`src/rtl/alu_seq_if.sv`:
```
// alu_seq_if: operation issue / result bus between the datapath controller
// and alu_seq.
//   start          issue strobe; OP/Acc_in/Reg_in are sampled with it
//   OP[3:0]        opcode
//   Acc_in[W-1:0]  accumulator operand A
//   Reg_in[W-1:0]  register-file operand R
//   OUT[W-1:0]     result register
//   c_flag         carry/overflow flag register
//   busy           multi-cycle operation iterating
//   done           one-cycle pulse, OUT/c_flag hold the final result
// master = controller side, slave = alu_seq side.
interface alu_seq_if #(
  parameter int unsigned W = 8
);
  logic         start;
  logic [3:0]   OP;
  logic [W-1:0] Acc_in;
  logic [W-1:0] Reg_in;
  logic [W-1:0] OUT;
  logic         c_flag;
  logic         busy;
  logic         done;

  modport master (
    output start, OP, Acc_in, Reg_in,
    input  OUT, c_flag, busy, done
  );

  modport slave (
    input  start, OP, Acc_in, Reg_in,
    output OUT, c_flag, busy, done
  );
endinterface

```
`src/rtl/alu_seq.sv`:
```
// alu_seq: multi-cycle accumulator-machine ALU with an internal carry flag,
// bit-serial shifts and an iterative shift-add multiply.
//   CLK    rising-edge clock
//   reset  synchronous, active-high reset
//   bus    alu_seq_if.slave: start/OP/Acc_in/Reg_in in, OUT/c_flag/busy/done out
// Single-cycle ops finish at the edge that samples start. Shifts and MUL do
// their first iteration at that edge too, then one iteration per RUN cycle,
// so an n-iteration op pulses done n cycles after start.
module alu_seq #(
  parameter int unsigned W = 8
) (
  input logic       CLK,
  input logic       reset,
  alu_seq_if.slave  bus
);

  localparam int unsigned SW = $clog2(W) + 1;

  localparam logic [0:0] S_IDLE = 1'b0;
  localparam logic [0:0] S_RUN  = 1'b1;

  localparam logic [3:0] OP_PASSR = 4'b0000;
  localparam logic [3:0] OP_PASSA = 4'b0001;
  localparam logic [3:0] OP_XOR   = 4'b0010;
  localparam logic [3:0] OP_NAND  = 4'b0011;
  localparam logic [3:0] OP_SHL   = 4'b0100;
  localparam logic [3:0] OP_SHR   = 4'b0101;
  localparam logic [3:0] OP_LSN   = 4'b0110;
  localparam logic [3:0] OP_EQL   = 4'b0111;
  localparam logic [3:0] OP_ADD   = 4'b1000;
  localparam logic [3:0] OP_SUB   = 4'b1001;
  localparam logic [3:0] OP_CLRC  = 4'b1010;
  localparam logic [3:0] OP_MUL   = 4'b1011;

  // One shift-add step on {hi, lo}: lo starts as the multiplier and is
  // consumed LSB first while the partial product grows into hi.
  function automatic logic [2*W-1:0] mul_step(input logic [2*W-1:0] p,
                                               input logic [W-1:0]   a);
    logic [W:0] hi;
    hi = {1'b0, p[2*W-1:W]} + (p[0] ? {1'b0, a} : {(W+1){1'b0}});
    return {hi, p[W-1:1]};
  endfunction

  logic [0:0]     state_q, state_d;
  logic [W-1:0]   out_q, out_d;
  logic           c_q, c_d;
  logic           busy_q, busy_d;
  logic           done_q, done_d;
  logic [SW-1:0]  cnt_q, cnt_d;
  logic [W-1:0]   sh_q, sh_d;
  logic [2*W-1:0] prod_q, prod_d;
  logic [3:0]     op_q, op_d;
  logic [W-1:0]   a_q, a_d;

  // Shift count saturates at W: beyond that every bit has been shifted out.
  logic [SW-1:0]  shamt;
  logic [W:0]     add_sum;
  logic           lsn_lt;
  logic [W-1:0]   sh_first;
  logic [W-1:0]   sh_next;
  logic [2*W-1:0] prod_first;
  logic [2*W-1:0] prod_next;

  assign shamt      = (bus.Reg_in >= W'(W)) ? SW'(W) : SW'(bus.Reg_in);
  assign add_sum    = {1'b0, bus.Acc_in} + {1'b0, bus.Reg_in} + (W+1)'(c_q);
  assign lsn_lt     = $signed(bus.Acc_in) < $signed(bus.Reg_in);
  assign sh_first   = (bus.OP == OP_SHL) ? (bus.Acc_in << 1) : (bus.Acc_in >> 1);
  assign sh_next    = (op_q == OP_SHL) ? (sh_q << 1) : (sh_q >> 1);
  assign prod_first = mul_step({{W{1'b0}}, bus.Reg_in}, bus.Acc_in);
  assign prod_next  = mul_step(prod_q, a_q);

  // State and result registers.
  always_ff @(posedge CLK) begin
    if (reset) begin
      state_q <= S_IDLE;
      out_q   <= '0;
      c_q     <= 1'b0;
      busy_q  <= 1'b0;
      done_q  <= 1'b0;
      cnt_q   <= '0;
      sh_q    <= '0;
      prod_q  <= '0;
      op_q    <= '0;
      a_q     <= '0;
    end else begin
      state_q <= state_d;
      out_q   <= out_d;
      c_q     <= c_d;
      busy_q  <= busy_d;
      done_q  <= done_d;
      cnt_q   <= cnt_d;
      sh_q    <= sh_d;
      prod_q  <= prod_d;
      op_q    <= op_d;
      a_q     <= a_d;
    end
  end

  // Next-state and next-output logic.
  always_comb begin
    state_d = state_q;
    out_d   = out_q;
    c_d     = c_q;
    busy_d  = 1'b0;
    done_d  = 1'b0;
    cnt_d   = cnt_q;
    sh_d    = sh_q;
    prod_d  = prod_q;
    op_d    = op_q;
    a_d     = a_q;

    case (state_q)
      S_IDLE: begin
        if (bus.start) begin
          op_d   = bus.OP;
          a_d    = bus.Acc_in;
          done_d = 1'b1;
          case (bus.OP)
            OP_PASSR: out_d = bus.Reg_in;
            OP_PASSA: out_d = bus.Acc_in;
            OP_XOR:   out_d = bus.Acc_in ^ bus.Reg_in;
            OP_NAND:  out_d = ~(bus.Acc_in & bus.Reg_in);
            OP_LSN:   out_d = W'(lsn_lt);
            OP_EQL:   out_d = W'(bus.Acc_in == bus.Reg_in);
            OP_ADD: begin
              out_d = add_sum[W-1:0];
              c_d   = add_sum[W];
            end
            OP_SUB:   out_d = bus.Acc_in - bus.Reg_in;
            OP_CLRC:  c_d   = 1'b0;
            OP_SHL, OP_SHR: begin
              if (shamt == '0) begin
                out_d = bus.Acc_in;
              end else if (shamt == SW'(1)) begin
                out_d = sh_first;
              end else begin
                sh_d    = sh_first;
                cnt_d   = shamt - SW'(1);
                state_d = S_RUN;
                busy_d  = 1'b1;
                done_d  = 1'b0;
              end
            end
            OP_MUL: begin
              // W >= 2, so MUL always has iterations left after this one.
              prod_d  = prod_first;
              cnt_d   = SW'(W - 1);
              state_d = S_RUN;
              busy_d  = 1'b1;
              done_d  = 1'b0;
            end
            default:  out_d = '0;
          endcase
        end
      end

      S_RUN: begin
        if (op_q == OP_MUL) begin
          prod_d = prod_next;
        end else begin
          sh_d = sh_next;
        end
        if (cnt_q == SW'(1)) begin
          // Last iteration: publish the result and return to IDLE.
          if (op_q == OP_MUL) begin
            out_d = prod_next[W-1:0];
            c_d   = |prod_next[2*W-1:W];
          end else begin
            out_d = sh_next;
          end
          done_d  = 1'b1;
          state_d = S_IDLE;
        end else begin
          cnt_d  = cnt_q - SW'(1);
          busy_d = 1'b1;
        end
      end

      default: state_d = S_IDLE;
    endcase
  end

  assign bus.OUT    = out_q;
  assign bus.c_flag = c_q;
  assign bus.busy   = busy_q;
  assign bus.done   = done_q;

endmodule

```
`src/flat_wrapper.sv`:
```
// flat-port wrapper written by rule: the top's interface ports become plain ports
module alu_seq_flat 
#(
  parameter int unsigned W = 8
)
  (CLK, reset, bus_start, bus_OP, bus_Acc_in, bus_Reg_in, bus_OUT, bus_c_flag, bus_busy, bus_done);
  alu_seq_if #(.W(W)) bus_i ();
  input logic CLK;
  input logic reset;
  input wire logic [$bits(bus_i.start)-1:0] bus_start;
  input wire logic [$bits(bus_i.OP)-1:0] bus_OP;
  input wire logic [$bits(bus_i.Acc_in)-1:0] bus_Acc_in;
  input wire logic [$bits(bus_i.Reg_in)-1:0] bus_Reg_in;
  output wire logic [$bits(bus_i.OUT)-1:0] bus_OUT;
  output wire logic [$bits(bus_i.c_flag)-1:0] bus_c_flag;
  output wire logic [$bits(bus_i.busy)-1:0] bus_busy;
  output wire logic [$bits(bus_i.done)-1:0] bus_done;
  assign bus_i.start = bus_start;
  assign bus_i.OP = bus_OP;
  assign bus_i.Acc_in = bus_Acc_in;
  assign bus_i.Reg_in = bus_Reg_in;
  assign bus_OUT = bus_i.OUT;
  assign bus_c_flag = bus_i.c_flag;
  assign bus_busy = bus_i.busy;
  assign bus_done = bus_i.done;
  alu_seq #(.W(W)) u_core (.CLK(CLK), .reset(reset), .bus(bus_i));
endmodule
```
`config.mk`:
```
export PLATFORM = sky130hd
export DESIGN_NAME = alu_seq_flat
export DESIGN_NICKNAME = d
export VERILOG_FILES = /design/src/rtl/alu_seq_if.sv /design/src/rtl/alu_seq.sv /design/src/flat_wrapper.sv
export SDC_FILE = /design/constraint.sdc
export NUM_CORES = 1
export LEC_CHECK = 0
export CORE_ASPECT_RATIO = 0.5
export CORE_UTILIZATION = 30
export CTS_CLUSTER_DIAMETER = 60
export DETAILED_ROUTE_END_ITERATION = 6
export GPL_ROUTABILITY_DRIVEN = 0
export PLACE_DENSITY = 0.59
export SLEW_MARGIN = 40
export SYNTH_ARGS = -nofsm -noshare
export SYNTH_HDL_FRONTEND = slang
export SYNTH_SLANG_ARGS = --single-unit
```
`constraint.sdc`:
```
create_clock -name CLK -period 7.2 [get_ports CLK]
set_clock_uncertainty 0.1 [all_clocks]
set_input_delay 1.08 -clock CLK [delete_from_list [all_inputs] [get_ports CLK]]
set_output_delay 1.08 -clock CLK [all_outputs]
set_load 0.03 [all_outputs]
```
==> summary.md <==
| Metric | Value |
|---|---|
| Largest net degree at the start of global routing | 45 |
| Die X | around 170 um |
| Initial drt markers | 350 |
| Cell count along the critical path | 12 |
| Cell area after layout | 4990 um^2 |
| CTS Root Cell | clkbuf_16 |
| Status | complete, no violations |
| Htree depth | 2 |
| Cts bufs inserted | 5 |
| Layout Nets | 623 |
| Core Region | 13800 um^2 |
| Remaining global-route overflow | 0 |
| PD cells | 157 nW/um^2 |
| I/O Buffers | 33 |
| Clk pwr share | 34.1% |
| Crit path time final | 4.03 ns |
| Largest stage delay on the critical path | 0.65 ns |
| CP delay by family, top | simple AND/OR/NAND/NOR gates |
| R2R Path Start | u_core.prod_q[0]$_SDFFE_PP0P_ |
| Initial antenna violation count | 0 |
| Total GRT Usage | 18.9% |
| Seq/Total Area, Yosys | 23.6% |
| Worst VDD drop | 0.0782 mV |
| Worst Hold Class | reg2reg |
| Req. time, crit path | 7.27 ns |
| Critical Path End | u_core.bus.OUT[0]$_SDFFE_PP0P_ |
| Post-CTS setup buffer count | 0 |
| Synth cell types | 73 |
| Syn. warnings | 0 |
| Cell internal pwr | 532 uW |
| Clk buf depth | 2 |
| Netlist Area Pre-Place | 4330 um^2 |
| Synth async-reset ratio | 0% |
| WL met1 | 6400 um |
| TritonCTS clock tree | done |
| Post-Syn Instances | 556 |
| Slew @ Worst Pin | ~0.74 ns |
| Clk sink count | 51 |
| Worst-path clk slew | about 0.07 ns |
| Final cycle utilization of the critical path | 55.9% |
| Vias post-DR | 4142 |
| Slew headroom | 50.7% |
| Top_reg_cell synth | dfxtp_1 |
| Area post-placement | ~4800 um^2 |
| Met3 wire length | 664 um |
| Initial Util | 31.3% |
| RSZ-0062 raised after global routing | no |
| Met2 Wirelength | 6370 um |
| DIE AREA | 14900 um^2 |
| ANT cells | 0 |
| Total Wirelength | 13600 um |
| Lkg Pwr | 1.88 nW |
| Post-synth EDFFs | 0 |
| Worst reg2reg path depth | 10 |
| Yosys top cell by area | dfxtp_1 |
| Iteration count of the initial detailed-routing pass | 5 |
| Avg Inst Size Synth | 7.78 um^2 |
| Crit path kind | in2reg |
| Worst R2R End | u_core.bus.c_flag$_SDFFE_PP0P_ |
| DRT antenna net count | 0 |
| Top post-synthesis cells by area | dfxtp_1, ha_1, mux2i_1 |
| R2r setup slk | 4.09 ns |
| Row count | 30 |
| Uppermost layer routed | met4 |
| Pre-CTS WS | approximately 2.9 ns |
| Pins Over Slew Limit | 0 |
| Fmax | 0.248 GHz |
| CP arrival | 4.10 ns |
| Startpoint types | input pin |
| First-pass GRT wire length | 22100 um |
| Hold_ws | 0.359 ns |
| Hold-fix buffers at CTS | 0 |
| Post-detailed-route via-to-cell ratio | 5.44 |
| Crit-path cells | clkdlybuf4s50_1 -> inv_1 -> and3_1 -> nand2_1 -> ha_1 -> nor4b_1 -> nand2_1 -> and3_1 -> o21ai_0 -> o21ai_0 -> o41ai_1 -> a31oi_1 |
| Final WS setup | 3.17 ns |
| Area delta synth->final | 15.2% |
| Worst Setup SP | bus_Reg_in[4] |
| Register share of total power | around two fifths |
| Max-Cap Viols | 0 |
| Average routed wire per standard cell | 17.9 um |
| Final setup viols | 0 |
| Power, Total | ~780 uW |
| Layout cells sized above 1 | under 10% |
| Net load switching power | 253 uW |
| Post-CTS resize count | 0 |
| Hold Fails Final Rpt | 0 |
| Setup TNS | 0 ns |
| HPWL Detailed | 9840 um |
| Post-route DRC | 0 |
| Die Ht | 86.9 um |
| # IOs | 34 |
| Synth top area share | a little under a quarter |
| Synth Net Count | 611 |
| CP endpoint kind | register |
| Crit-path max FO | 12 |
| Clk Latency, worst-skew pair | 0.29 ns |
| #FFs+latches synth | 51 |
| Vias in the first global route | 3988 |
| Critical path's slowest cell | clkdlybuf4s50_1 |
| WP buf/inv | 2 |
| Gate power share | 26.5% |
| Switching Fraction | 32.2% |
==> cell families (layout without fill, tap and decap cells) <==
kind of cell | after synthesis | in the layout | synth area share [%]
XOR/XNOR | 17 | 17 | 3.44
flip-flops | 51 | 51 | 23.6
adder cells (fa/ha/maj) | 32 | 32 | 9.95
buffers and inverters | 66 | 79 | 6.65
AND/OR/NAND/NOR | 188 | 188 | 21.8
multiplexers | 35 | 35 | 9.25
AO/OA/AOI/OAI | 167 | 167 | 25.3
==> worst min-delay path by stage <==
stage	start	to	cells past startpoint	slack, ns
global placement	u_core.a_q[3]$_SDFFE_PP0P_	u_core.a_q[3]$_SDFFE_PP0P_	2	0.34
global route	u_core.a_q[7]$_SDFFE_PP0P_	u_core.a_q[7]$_SDFFE_PP0P_	2	0.37
floorplan	u_core.a_q[0]$_SDFFE_PP0P_	u_core.a_q[0]$_SDFFE_PP0P_	2	0.33
detailed placement	u_core.a_q[7]$_SDFFE_PP0P_	u_core.a_q[7]$_SDFFE_PP0P_	2	0.34
finish	u_core.a_q[0]$_SDFFE_PP0P_	u_core.a_q[0]$_SDFFE_PP0P_	2	0.36
CTS	u_core.a_q[7]$_SDFFE_PP0P_	u_core.a_q[7]$_SDFFE_PP0P_	2	0.36
==> area by class of cell <==
class,count,area [um^2]
Fill cell,1469,8830
Multi-Input combinational cell,439,3050
Sequential cell,51,1020
Timing Repair Buffer,40,390
Tap cell,192,240
Clock buffer,6,150
Inverter,31,116
Clock inverter,2,17.5
==> worst min-delay path: cells and delay by family (launching register included) <==
kind             cells  cell delay, ns
AO/OA/AOI/OAI        1            0.05
AND/OR/NAND/NOR      1            0.05
flip-flops           1            0.31
==> through the flow <==
step / util [%] / std cells
floorplan: - / 556
global placement: 34.6 / 752
detailed placement: 34.8 / 752
CTS: 36.0 / 760
global route: 36.1 / 761
finish: 36.1 / 761
==> cells in the mapped netlist, types with 6 or more instances <==
cell type  number
a211oi_1       24
a21oi_1        50
a31oi_1        13
and2_1         11
and3_1          9
buf_2          12
clkbuf_1       19
dfxtp_1        51
ha_1           28
inv_1          29
mux2i_1        31
nand2_1        57
nand3_1         6
nor2_1         55
nor2b_1         7
nor3_1          9
o21ai_0        27
xnor2_1        11
xor2_1          6
==> power groups by stage <==
stage / combinational (mW) / clock, mW / sequential, mW
2_1_floorplan: 0.133 / 0 / 0.317
3_3_place_gp: 0.203 / 0 / 0.315
3_5_place_dp: 0.205 / 0 / 0.315
4_1_cts: 0.205 / 0.272 / 0.309
5_1_grt: 0.227 / 0.283 / 0.311
6_report: 0.208 / 0.268 / 0.309
==> per-layer routing <==
metal | GRT usage [%] | up-vias
li1 | - | 2031
met1 | 26.6 | 1958
met2 | 30.9 | 133
met3 | 2.00 | 20
met4 | 4.59 | 0
met5 | 0 | -
==> sequential cells by signal, indices dropped and copies added (netlist names) <==
name / flops
u_core.sh_q: 8
u_core.state_q: 1
u_core.bus.done: 1
u_core.prod_q: 16
u_core.cnt_q: 4
u_core.bus.c_flag: 1
u_core.bus.OUT: 8
u_core.a_q: 8
u_core.op_q: 4
==> cells in the final DEF, fill, tap and decap left out, drive strengths merged, types with 4 or more instances in the layout <==
master | netlist | layout
a21oi | 52 | 52
xnor2 | 11 | 11
nor3 | 11 | 11
mux2i | 31 | 31
nor2 | 56 | 56
dfxtp | 51 | 51
a31oi | 13 | 13
nand4 | 4 | 4
nand2 | 57 | 57
fa | 4 | 4
nor4b | 4 | 4
buf | 15 | 7
o211ai | 5 | 5
a211oi | 25 | 25
nand2b | 5 | 5
and2 | 11 | 11
inv | 31 | 32
o21ai | 31 | 31
ha | 28 | 28
clkbuf | 19 | 6
and3 | 9 | 9
nor2b | 7 | 7
a221oi | 4 | 4
mux4 | 4 | 4
xor2 | 6 | 6
clkdlybuf4s50 | 0 | 33
nand3 | 6 | 6
a21o | 5 | 5
(Power assumes the default switching activity.)
